<file path="config.mk">
export PLATFORM = sky130hd
export DESIGN_NAME = switch_output_buffer
export DESIGN_NICKNAME = d
export VERILOG_FILES = /design/src/rtl/switch_output_buffer.sv
export SDC_FILE = /design/constraint.sdc
export NUM_CORES = 2
export LEC_CHECK = 0
export CAP_MARGIN = 5
export CORE_MARGIN = 8
export CORE_UTILIZATION = 40
export CTS_CLUSTER_DIAMETER = 50
export DETAILED_ROUTE_END_ITERATION = 8
export PLACE_DENSITY = 0.65
export SLEW_MARGIN = 20
export SYNTH_ARGS = -nofsm -noshare
export SYNTH_HDL_FRONTEND = slang
export SYNTH_SLANG_ARGS = --single-unit
</file>
<file path="constraint.sdc">
create_clock -name clk -period 9.5 [get_ports clk]
set_input_delay 1.9 -clock clk [delete_from_list [all_inputs] [get_ports clk]]
set_output_delay 1.9 -clock clk [all_outputs]
set_load 0.03 [all_outputs]
</file>
<file path="src/rtl/switch_output_buffer.sv">
// Output-side packet buffer: four independent port FIFOs drained by a single read port,
// with per-port accept counters, a saturating drop counter and a run timer.
module switch_output_buffer #(
    parameter int unsigned DW    = 32,
    parameter int unsigned DEPTH = 16
) (
    input  logic          clk,
    input  logic          reset,
    input  logic          reset_rams,
    input  logic          write_enable,
    input  logic          out_ram_wr0,
    input  logic          out_ram_wr1,
    input  logic          out_ram_wr2,
    input  logic          out_ram_wr3,
    input  logic [DW-1:0] output0,
    input  logic [DW-1:0] output1,
    input  logic [DW-1:0] output2,
    input  logic [DW-1:0] output3,
    input  logic          rd_req,
    input  logic [1:0]    rd_port,
    output logic [DW-1:0] rd_data,
    output logic          rd_valid,
    output logic [3:0]    empty,
    output logic [3:0]    full,
    output logic [7:0]    hex1,
    output logic [7:0]    hex2,
    output logic [7:0]    hex3,
    output logic [7:0]    hex4,
    output logic [7:0]    hex5,
    output logic [7:0]    hex6,
    output logic [31:0]   total_time
);

    localparam int unsigned AW       = $clog2(DEPTH);
    localparam logic [AW:0] CNT_FULL = (AW + 1)'(DEPTH);

    logic [3:0]    w_wr;
    logic [DW-1:0] w_din [4];

    assign w_wr     = {out_ram_wr3, out_ram_wr2, out_ram_wr1, out_ram_wr0};
    assign w_din[0] = output0;
    assign w_din[1] = output1;
    assign w_din[2] = output2;
    assign w_din[3] = output3;

    logic [DW-1:0] r_mem     [4][DEPTH];
    logic [AW-1:0] r_wptr    [4];
    logic [AW-1:0] r_rptr    [4];
    logic [AW:0]   r_count   [4];
    logic [7:0]    r_acc_cnt [4];
    logic [3:0]    r_empty;
    logic [3:0]    r_full;
    logic [DW-1:0] r_rd_data;
    logic          r_rd_valid;
    logic [7:0]    r_hex5;
    logic [7:0]    r_hex6;
    logic [31:0]   r_time;

    logic          w_pop;
    logic [3:0]    w_pop_n;
    logic [3:0]    w_acc;
    logic [3:0]    w_drop;
    logic [AW:0]   w_count_d [4];
    logic [2:0]    w_ndrop;
    logic [8:0]    w_hex5_sum;
    logic [7:0]    w_hex6_d;

    assign w_pop   = rd_req && (r_count[rd_port] != '0);
    assign w_pop_n = w_pop ? (4'b0001 << rd_port) : 4'b0000;

    // A pop on a full FIFO frees the slot the same-cycle write lands in.
    always_comb begin
        w_acc    = '0;
        w_drop   = '0;
        w_ndrop  = '0;
        w_hex6_d = r_hex6;
        for (int i = 3; i >= 0; i--) begin
            w_acc[i]     = w_wr[i] && ((r_count[i] != CNT_FULL) || w_pop_n[i]);
            w_drop[i]    = w_wr[i] && !w_acc[i];
            w_count_d[i] = r_count[i] + {{AW{1'b0}}, w_acc[i]} - {{AW{1'b0}}, w_pop_n[i]};
            w_ndrop      = w_ndrop + {2'b00, w_drop[i]};
            if (w_acc[i]) begin
                w_hex6_d = w_din[i][7:0];
            end
        end
        w_hex5_sum = {1'b0, r_hex5} + {6'b000000, w_ndrop};
    end

    always_ff @(posedge clk) begin
        for (int i = 0; i < 4; i++) begin
            if (w_acc[i] && !reset_rams) begin
                r_mem[i][r_wptr[i]] <= w_din[i];
            end
        end
    end

    always_ff @(posedge clk or negedge reset) begin
        if (!reset) begin
            for (int i = 0; i < 4; i++) begin
                r_wptr[i]    <= '0;
                r_rptr[i]    <= '0;
                r_count[i]   <= '0;
                r_acc_cnt[i] <= '0;
            end
            r_empty    <= 4'hF;
            r_full     <= 4'h0;
            r_rd_data  <= '0;
            r_rd_valid <= 1'b0;
            r_hex5     <= '0;
            r_hex6     <= '0;
            r_time     <= '0;
        end else if (reset_rams) begin
            for (int i = 0; i < 4; i++) begin
                r_wptr[i]    <= '0;
                r_rptr[i]    <= '0;
                r_count[i]   <= '0;
                r_acc_cnt[i] <= '0;
            end
            r_empty    <= 4'hF;
            r_full     <= 4'h0;
            r_rd_data  <= '0;
            r_rd_valid <= 1'b0;
            r_hex5     <= '0;
            r_hex6     <= '0;
            r_time     <= '0;
        end else begin
            for (int i = 0; i < 4; i++) begin
                if (w_acc[i]) begin
                    r_wptr[i]    <= r_wptr[i] + 1'b1;
                    r_acc_cnt[i] <= r_acc_cnt[i] + 8'd1;
                end
                if (w_pop_n[i]) begin
                    r_rptr[i] <= r_rptr[i] + 1'b1;
                end
                r_count[i] <= w_count_d[i];
                r_empty[i] <= (w_count_d[i] == '0);
                r_full[i]  <= (w_count_d[i] == CNT_FULL);
            end
            r_rd_valid <= w_pop;
            if (w_pop) begin
                r_rd_data <= r_mem[rd_port][r_rptr[rd_port]];
            end
            r_hex5 <= w_hex5_sum[8] ? 8'hFF : w_hex5_sum[7:0];
            r_hex6 <= w_hex6_d;
            if (write_enable) begin
                r_time <= r_time + 32'd1;
            end
        end
    end

    assign rd_data    = r_rd_data;
    assign rd_valid   = r_rd_valid;
    assign empty      = r_empty;
    assign full       = r_full;
    assign hex1       = r_acc_cnt[0];
    assign hex2       = r_acc_cnt[1];
    assign hex3       = r_acc_cnt[2];
    assign hex4       = r_acc_cnt[3];
    assign hex5       = r_hex5;
    assign hex6       = r_hex6;
    assign total_time = r_time;

endmodule

</file>
==> metrics.cfg <==
[status]
outcome=finished clean

[synth]
yosysTopAreaCell=edfxtp_1
synth.most_common_cell=edfxtp_1
yosysWarningCount=0
yosysUniqueCellTypes=61
ys_top_cells_by_count=edfxtp_1, mux4_2, nand2_1, dfrtp_1, nor2_1
yosys-top-cells-area=edfxtp_1, mux4_2, dfrtp_1
syn_nets=4581
synth_cells=4385
netlist.area_leader.share_pct=70.43
synthFlopType=edfxtp_1
synth_seq_cells=2221
syn_area_per_cell_um2=19.91
synth.cell_area_um2=87320
synth_edf_count=2048
synthArstFlopShare_pct=7.789
synth-seq-area-share_pct=75.39

[power_and_ir_drop]
p_clk_share_pct=39.9
switching_share_pct=24.10
p_leak_nw=32.23
power.internal_mw=16.65
pwr-share-seq_pct=50.7
p_switching_mw=5.287
vdd_drop_max_v=0.0002128
combPwrFrac_pct=9.4
powerDensity_nw_per_um2=218.1

[cts]
post_cts_buffers=0
postCtsHoldBufs=0
cts_max_path_buffers=3
cts.sinks=2221
clkLatencyLatePin_ns=0.88
cts.clk_slew.worst_paths_ns=0.06
clockRootBuffer=clkbuf_16
cts_tree=done
ctsResizeCount=0
cts_max_level=4
cts_buffers=220

[cells_and_area]
nets=4895
final_cells=7755
fill_cells=17840
drive_gt1_share_pct=20.80
multi_input_area_um2=20400
syn2layout_area_growth_pct=15.22
register_area_um2=65830

[detailed_routing]
wl_per_cell_um=32.92
wl_mm=255.3
drt_pass1_iterations=6
num_vias=46580
drc=0
drt_iter0_markers=6335
viasPerCell=6.007
ant_nets=0

[timing]
slew_viol_final=0
setup_tns_ns=0
worst_slack_ns=3.838
period_share_pct=59.60
tightestPinTransition_ns=1.093
hold_viol_final=0
fin_worst_skew_ns=0.04335
fin_crit_ns=5.662
fmax_ghz=0.1766
rsz0062_at_grt=false
slew_headroom_pct=26.91
setup_viol=0

[grt]
grt_max_degree=126
first_global_vias=47370
antenna_found_initial=22
grt_remaining_overflow=0
grt_pass1_wl_mm=358.9
grt_use_total_pct=21.14

[die]
num_rows=171
dieWidth_um=483.2
core_area_um2=217200
dieArea_um2=233500
io_pins=260
die_y_um=483.2
start_util_pct=40.21

[setup_path]
critical_path.max_stage_delay_ns=0.77
worst-r2r-setup-slack_ns=5.06
path_cells=clkdlybuf4s50_1, and3b_1, o41a_1, inv_2, nor2_1, nand3_1, nor2_4, buf_4
crit_arrival_ns=6.15
required_ns=9.99
setup.worst_path.class=in -> reg
start_kind=primary input
slowest_stage=o41a_1
end_kind=flop
critPathTopFamily=buffers and inverters
worst-path-max-fanout=21
path_buf_inv=3

[placed_design]
gp_congestion=0.7766
dp_hpwl_mm=132.8
placed_cells=7331
pre_cts_slack_ns=3.034
portBuffers=259

[flow_run]
max-cap-violations=0

[worst_hold_path]
hold_class=reg -> reg

tightest hold or removal path, delay by kind of cell (launching register included):
kind	cells	cell delay [ns]
and+or+nand+nor	1	0.05
AOI/OAI and AO/OA	1	0.07
DFF	1	0.34
through the flow:
stage / utilization [%] / instance area [um^2] / hold slack [ns] / power [mW]
2_1_floorplan: - / 87320 / 0.5039 / 12.43
3_3_place_gp: 42.93 / 93240 / 0.4712 / 13.35
3_5_place_dp: 42.93 / 93240 / 0.4821 / 13.38
4_1_cts: 46.32 / 100600 / 0.4990 / 22.02
5_1_grt: 46.32 / 100600 / 0.5500 / 22.53
6_report: 46.33 / 100600 / 0.4922 / 21.94
cells in the final DEF, fill, tap and decap left out, types with 14 or more instances in the layout:
master           instances
edfxtp_1              2048
mux4_2                 513
nand2_1                362
clkdlybuf4s50_1        255
clkbuf_16              222
dfrtp_1                169
nor2_1                 131
a211oi_1                96
mux2i_1                 75
buf_4                   71
a31oi_1                 66
a32oi_1                 64
and2_1                  60
xor2_1                  55
inv_1                   51
ha_1                    50
clkbuf_1                45
a21oi_1                 40
xnor2_1                 40
o21ai_0                 39
clkinv_2                38
clkinv_1                38
o22ai_1                 32
nand3_1                 27
nand4_1                 24
and2_4                  20
nor2_4                  20
clkbuf_8                19
bufinv_16               18
and3_1                  14
registers in the layout, indices dropped and copies added, names as in the netlist, 8 cells and up:
register	count
rd_data	32
hex3	8
hex1	8
hex5	8
hex2	8
r_wptr	16
total_time	32
r_mem	2048
r_rptr	16
r_count	20
hex4	8
hex6	8
layout make-up:
cell class                      instances  area share [%]
Antenna cell                            6         0.01492
Timing Repair Buffer                  334           3.211
Multi-Input combinational cell       1868           20.28
Tap cell                             2854           3.549
Clock buffer                          286           5.950
Inverter                               54          0.2015
Sequential cell                      2221           65.43
Clock inverter                        132           1.361
per-layer routing:
layer,GRT usage (%),share of wire (%),vias to the layer above
met4,5.807,2.9,18
met3,5.583,11,479
met2,33.26,46,2871
met1,29.28,40,24770
met5,0.4081,0.079,-
li1,-,-,18450
cell families after synthesis:
kind of cell	after synthesis	synth area share, %
flops	2221	75.39
xor+xnor	95	0.9529
buf+inv	296	1.718
fa+ha+maj	57	0.8769
mux	592	14.17
compound gates	368	2.899
simple gates	756	3.991
worst paths after layout:
check                           depth (start not counted)       endpoint       start
worst max-delay path                                    8  r_mem[2][119]      rd_req
worst min-delay path                                    2        hex6[2]     hex6[2]
worst max register to register                          9  r_mem[2][119]  r_count[7]
worst min register to register                          2        hex6[2]     hex6[2]
max in group asynchronous                               2       rd_valid       reset
min in group asynchronous                               1        hex3[2]       reset
power groups by stage:
stage          clock, mW  sequential, mW  combinational [mW]
2_1_floorplan          0            11.4                1.04
3_3_place_gp           0            11.3                2.03
3_5_place_dp           0            11.3                2.05
4_1_cts             8.84            11.1                2.06
5_1_grt             9.19            11.1                2.19
6_report            8.76            11.1                2.06
No activity file was read; power rests on OpenSTA's default activity.
